$ cat src/rtl/div_seq_pkg.sv
// Shared definitions for the EX-stage divide sequencer.
// These are the state encodings that the hazard unit and the debug views see.
package div_seq_pkg;

    typedef enum logic [1:0] {
        DIV_IDLE = 2'b00,
        DIV_BUSY = 2'b01,
        DIV_DONE = 2'b10
    } div_state_e;

endpackage

$ cat src/rtl/div_step.sv
// One restoring-division iteration: shift {rem,quo} left, trial-subtract the divisor,
// and keep the difference when it does not go negative.
module div_step #(
    parameter int WIDTH = 32
) (
    input  logic [WIDTH-1:0] rem_in,
    input  logic [WIDTH-1:0] quo_in,
    input  logic [WIDTH-1:0] divisor,
    output logic [WIDTH-1:0] rem_out,
    output logic [WIDTH-1:0] quo_out
);

    logic [WIDTH:0]   shifted;
    logic [WIDTH-1:0] diff;
    logic             fits;

    // rem_in < divisor always holds, so the true difference fits in WIDTH bits
    // and the modular low-half subtract gives it exactly.
    assign shifted = {rem_in, quo_in[WIDTH-1]};
    assign fits    = shifted >= {1'b0, divisor};
    assign diff    = shifted[WIDTH-1:0] - divisor;
    assign rem_out = fits ? diff : shifted[WIDTH-1:0];
    assign quo_out = {quo_in[WIDTH-2:0], fits};

endmodule

$ cat src/rtl/div_seq.sv
// Multi-cycle DIV/DIVU sequencer for the EX stage: one restoring step per cycle,
// sign fixup on completion, {remainder, quotient} held for HI/LO writeback.
module div_seq
    import div_seq_pkg::*;
#(
    parameter int WIDTH = 32
) (
    input  logic               clk,
    input  logic               rst,
    input  logic               start,
    input  logic               sign,
    input  logic [WIDTH-1:0]   opa,
    input  logic [WIDTH-1:0]   opb,
    input  logic               cancel,
    output logic               busy,
    output logic               ready,
    output logic [2*WIDTH-1:0] result
);

    localparam int CNT_W = $clog2(WIDTH);

    div_state_e         state, state_nxt;
    logic [WIDTH-1:0]   rem_q, quo_q, dvs_q;
    logic [WIDTH-1:0]   rem_step, quo_step;
    logic [CNT_W-1:0]   cnt;
    logic               sign_q, sign_r, divz;
    logic               ready_q;
    logic [2*WIDTH-1:0] result_q;
    logic               accept, last_iter, opb_zero;

    function automatic logic [WIDTH-1:0] neg2c(input logic [WIDTH-1:0] v);
        return ~v + WIDTH'(1);
    endfunction

    function automatic logic [WIDTH-1:0] abs_val(input logic [WIDTH-1:0] v,
                                                 input logic is_signed);
        return (is_signed && v[WIDTH-1]) ? neg2c(v) : v;
    endfunction

    assign accept    = start & ~cancel;
    assign opb_zero  = (opb == '0);
    assign last_iter = (cnt == CNT_W'(WIDTH-1));

    div_step #(.WIDTH(WIDTH)) u_step (
        .rem_in  (rem_q),
        .quo_in  (quo_q),
        .divisor (dvs_q),
        .rem_out (rem_step),
        .quo_out (quo_step)
    );

    always_ff @(posedge clk) begin
        if (rst) state <= DIV_IDLE;
        else     state <= state_nxt;
    end

    always_comb begin
        state_nxt = state;
        if (cancel) begin
            state_nxt = DIV_IDLE;
        end else begin
            case (state)
                DIV_IDLE: if (accept) state_nxt = opb_zero ? DIV_DONE : DIV_BUSY;
                DIV_BUSY: if (last_iter) state_nxt = DIV_DONE;
                DIV_DONE: state_nxt = DIV_IDLE;
                default:  state_nxt = DIV_IDLE;
            endcase
        end
    end

    // A zero divisor parks the raw dividend in rem_q and all-ones in quo_q,
    // so DONE can publish it without the sign fixup.
    always_ff @(posedge clk) begin
        if (rst) begin
            rem_q    <= '0;
            quo_q    <= '0;
            dvs_q    <= '0;
            cnt      <= '0;
            sign_q   <= 1'b0;
            sign_r   <= 1'b0;
            divz     <= 1'b0;
            ready_q  <= 1'b0;
            result_q <= '0;
        end else begin
            ready_q <= 1'b0;
            case (state)
                DIV_IDLE: begin
                    if (accept) begin
                        sign_q <= sign & (opa[WIDTH-1] ^ opb[WIDTH-1]);
                        sign_r <= sign & opa[WIDTH-1];
                        cnt    <= '0;
                        divz   <= opb_zero;
                        dvs_q  <= abs_val(opb, sign);
                        rem_q  <= opb_zero ? opa : '0;
                        quo_q  <= opb_zero ? '1 : abs_val(opa, sign);
                    end
                end
                DIV_BUSY: begin
                    if (!cancel) begin
                        rem_q <= rem_step;
                        quo_q <= quo_step;
                        cnt   <= cnt + CNT_W'(1);
                    end
                end
                DIV_DONE: begin
                    if (!cancel) begin
                        ready_q <= 1'b1;
                        if (divz)
                            result_q <= {rem_q, quo_q};
                        else
                            result_q <= {sign_r ? neg2c(rem_q) : rem_q,
                                         sign_q ? neg2c(quo_q) : quo_q};
                    end
                end
                default: ;
            endcase
        end
    end

    assign busy   = (state != DIV_IDLE);
    assign ready  = ready_q;
    assign result = result_q;

endmodule

$ cat config.mk
export PLATFORM = sky130hd
export DESIGN_NAME = div_seq
export DESIGN_NICKNAME = d
export VERILOG_FILES = /design/src/rtl/div_seq_pkg.sv /design/src/rtl/div_step.sv /design/src/rtl/div_seq.sv
export SDC_FILE = /design/constraint.sdc
export NUM_CORES = 1
export LEC_CHECK = 0
export CORE_MARGIN = 3
export CORE_UTILIZATION = 25
export DETAILED_ROUTE_END_ITERATION = 12
export GPL_TIMING_DRIVEN = 0
export PLACE_DENSITY = 0.5
export SYNTH_ARGS = -nofsm -noshare
export SYNTH_HDL_FRONTEND = slang
export SYNTH_SLANG_ARGS = --single-unit
export TNS_END_PERCENT = 100
$ cat constraint.sdc
create_clock -name clk -period 3.1 [get_ports clk]
set_clock_uncertainty 0.2 [all_clocks]
set_input_delay 0.31 -clock clk [delete_from_list [all_inputs] [get_ports clk]]
set_output_delay 0.31 -clock clk [all_outputs]
set_load 0.01 [all_outputs]
==> flow_summary.json <==
{
  "setup_slack_ns": -0.03736,
  "final_cell_area_um2": 15190,
  "outcome": "finished, violations left",
  "drt.antenna.violating_nets": 0,
  "routed_via_density": 5.206,
  "tritoncts": "done",
  "io_pins": 135,
  "synthMostInstantiatedCell": "dfxtp_1",
  "drt_iter0_markers": 790,
  "fillers": 4641,
  "overflow": 0,
  "violations": "setup timing",
  "antenna_found_initial": 0,
  "final-max-slew-violation-count": 0,
  "rsz0062_at_grt": "true",
  "hold_path_class": "in -> reg",
  "synth_ff_type": "dfxtp_1",
  "hold_viol_final": 0,
  "synth-seq-cells": 171,
  "p_switching_mw": 2.621,
  "relSlewSlack_pct": 16.48,
  "p_int_mw": 4.636,
  "synth_seq_area_share_pct": 30.66,
  "yosys_warnings": 0,
  "period_minus_slack_ns": 3.137,
  "arrival_ns": 3.31,
  "dieHeight_um": 217.3,
  "grt_pass1_wl_mm": 68.74,
  "drive_gt1_share_pct": 16.99,
  "critical_path_class": "reg -> reg",
  "holdBufCountCts": 0,
  "post_dp_cell_area_um2": 13260,
  "crit_path_start": "rem_q[0]",
  "async_flop_share_pct": 0,
  "dp_cells": 2167,
  "holdCritStartpoint": "opb[1]",
  "start_util_pct": 25.63,
  "dp_hpwl_mm": 35.79,
  "syn2layout_area_growth_pct": 36.05,
  "grt_pass1_vias": 11330,
  "ys_top_cells_by_area": "dfxtp_1 (31%), a21oi_1 (7.2%), xnor2_1 (5.5%)",
  "period_share_pct": 101.2,
  "finalSetupViolations": 4,
  "power_density_nw_per_um2": 477.8,
  "irDropWorstVdd_mv": 0.2834,
  "syn_nets": 1556,
  "worstSkewPairLatency_ns": 0.46,
  "p_leak_nw": 5.330,
  "remaining_drc_errors": 0,
  "synth_area_um2": 11160,
  "via_count": 11660,
  "synth-edff-count": 0,
  "clkTransAtPathRegs_ns": 0.08,
  "total_power_mw": 7.257,
  "synth_top_area_share_pct": 30.66,
  "path_max_fanout": 8,
  "pwr-share-clk_pct": 31.3,
  "instances_no_fill": 2239,
  "r2r-start": "rem_q[0]",
  "dp_slack_ns": -1.134,
  "root_buffer": "clkbuf_16",
  "worst_pin_slew_ns": 1.243,
  "routabilityCongestion": 0.9126,
  "p_seq_share_pct": 33.5,
  "p_comb_share_pct": 35.2,
  "drt_wl_total_mm": 46.22,
  "synth_area_leader_cell": "dfxtp_1",
  "multi_input_area_um2": 7978,
  "fin_setup_tns_ns": -0.05965,
  "drv_cap": 0,
  "fin_nets": 1749,
  "setup.worst_path.end_class": "flip-flop",
  "portBuffers": 134,
  "required_ns": 3.27,
  "worst_setup_path_start_kind": "flip-flop",
  "rows": 76,
  "dieArea_um2": 47230,
  "clock.fmax_ghz": 0.3187,
  "numCtsBuffers": 17,
  "syn_avg_cell_area_um2": 7.710,
  "clockBufferDepth": 2,
  "drtPass1Iterations": 5,
  "core_um2": 43550,
  "cts.sinks": 171,
  "ys_types": 76,
  "power_switching_share_pct": 36.12,
  "netlist_instances": 1448,
  "seqCellArea_um2": 3491,
  "diodes": 0,
  "htree_num_levels": 4,
  "wire_per_inst_um": 20.64,
  "grt_max_degree": 19,
  "globalRouteTotalUtil_pct": 19.02,
  "die_w_um": 217.3,
  "netlist_top_cells_count": "dfxtp_1 (171), a21oi_1 (160), nor2_1 (151)"
}
## per-stage QoR
step	util (%)	hold WS, ns
6_report	34.88	0.02024
5_1_grt	34.88	0.03508
4_1_cts	33.64	0.2559
3_5_place_dp	30.44	0.2456
3_3_place_gp	30.44	0.2441
2_1_floorplan	-	0.2319
## state kept, by name, summed over array words and instances (netlist names)
signal,cells
result,64
dvs_q,32
quo_q,32
cnt,5
state,2
sign_q,1
divz,1
rem_q,32
ready,1
sign_r,1
## path summary, 6_finish.rpt
| path | cells after the start | slack [ns] | to |
|---|---|---|---|
| hold / removal | 3 | 0.02 | dvs_q[1] |
| setup / recovery | 13 | -0.04 | rem_q[30] |
| hold reg to reg | 2 | 0.26 | result[28] |
| setup reg to reg | 13 | -0.04 | rem_q[30] |
## power groups by stage
stage                     clock [mW]  sequential [mW]  combinational [mW]
after global routing            2.37             2.45                2.75
after floorplan                    0             2.41                1.34
after global placement             0             2.46                1.91
after detailed placement           0             2.47                1.91
after CTS                       2.30             2.42                2.28
final                           2.27             2.43                2.55
## layout by cell type (no fill, tap or decap), drive strengths merged, types with 24 or more instances in the layout
cell and instances:
o21ai 102, nor2 151, o221ai 24, clkbuf 89, dfxtp 171, a211oi 70, nor3 32, buf 66
xor2 60, nand2 132, ha 38, clkdlybuf4s50 130, xnor2 70, a21oi 161, inv 67
## cell type report
cell class / instances / area share [%]
timing repair buffer: 185 / 11.72
buffer: 86 / 2.529
clock buffer: 18 / 2.891
tap: 585 / 4.819
multi-input combinational: 1123 / 52.52
clock inverter: 14 / 1.096
inverter: 57 / 1.442
sequential: 171 / 22.98
## worst max-delay path: stages (launching register included)
cell and delay, ns:
dfxtp_4 0.42, ha_4 0.22, nor2b_4 0.12, o31a_1 0.32, o21ai_2 0.21, a2111oi_4 0.13
a31o_2 0.28, a31oi_4 0.18, buf_12 0.16, buf_8 0.13, buf_6 0.11, nor3_4 0.03
a2111o_1 0.39, a21oi_1 0.15
## kinds of logic (layout without fill, tap and decap cells)
| family | Yosys count | in the layout | share of synthesized area, % |
|---|---|---|---|
| DFF | 171 | 171 | 30.66 |
| adders and majority gates | 39 | 39 | 4.438 |
| muxes | 23 | 23 | 2.253 |
| xor gates and xnor gates | 130 | 130 | 10.20 |
| and+or+nand+nor | 441 | 441 | 18.73 |
| AOI/OAI and AO/OA | 490 | 490 | 28.48 |
| buffers and inverters | 154 | 360 | 5.245 |
## layer usage
metal / global-route usage, % / vias up / wire length (um)
li1: - / 5652 / -
met2: 32.21 / 402 / 21870
met5: 0 / - / 0
met3: 2.751 / 70 / 2586
met1: 24.48 / 5533 / 20260
met4: 7.241 / 0 / 1501
## repair_timing
action | 4_1_cts | 5_1_grt
endpoints found under the hold margin | 0 | 0
pin swaps | 30 | 49
resized for setup | 154 | 105
cloned | 3 | 0
setup endpoints to repair | 82 | 72
buffers inserted | 24 | 24
Power figures use the tool's default switching activity.
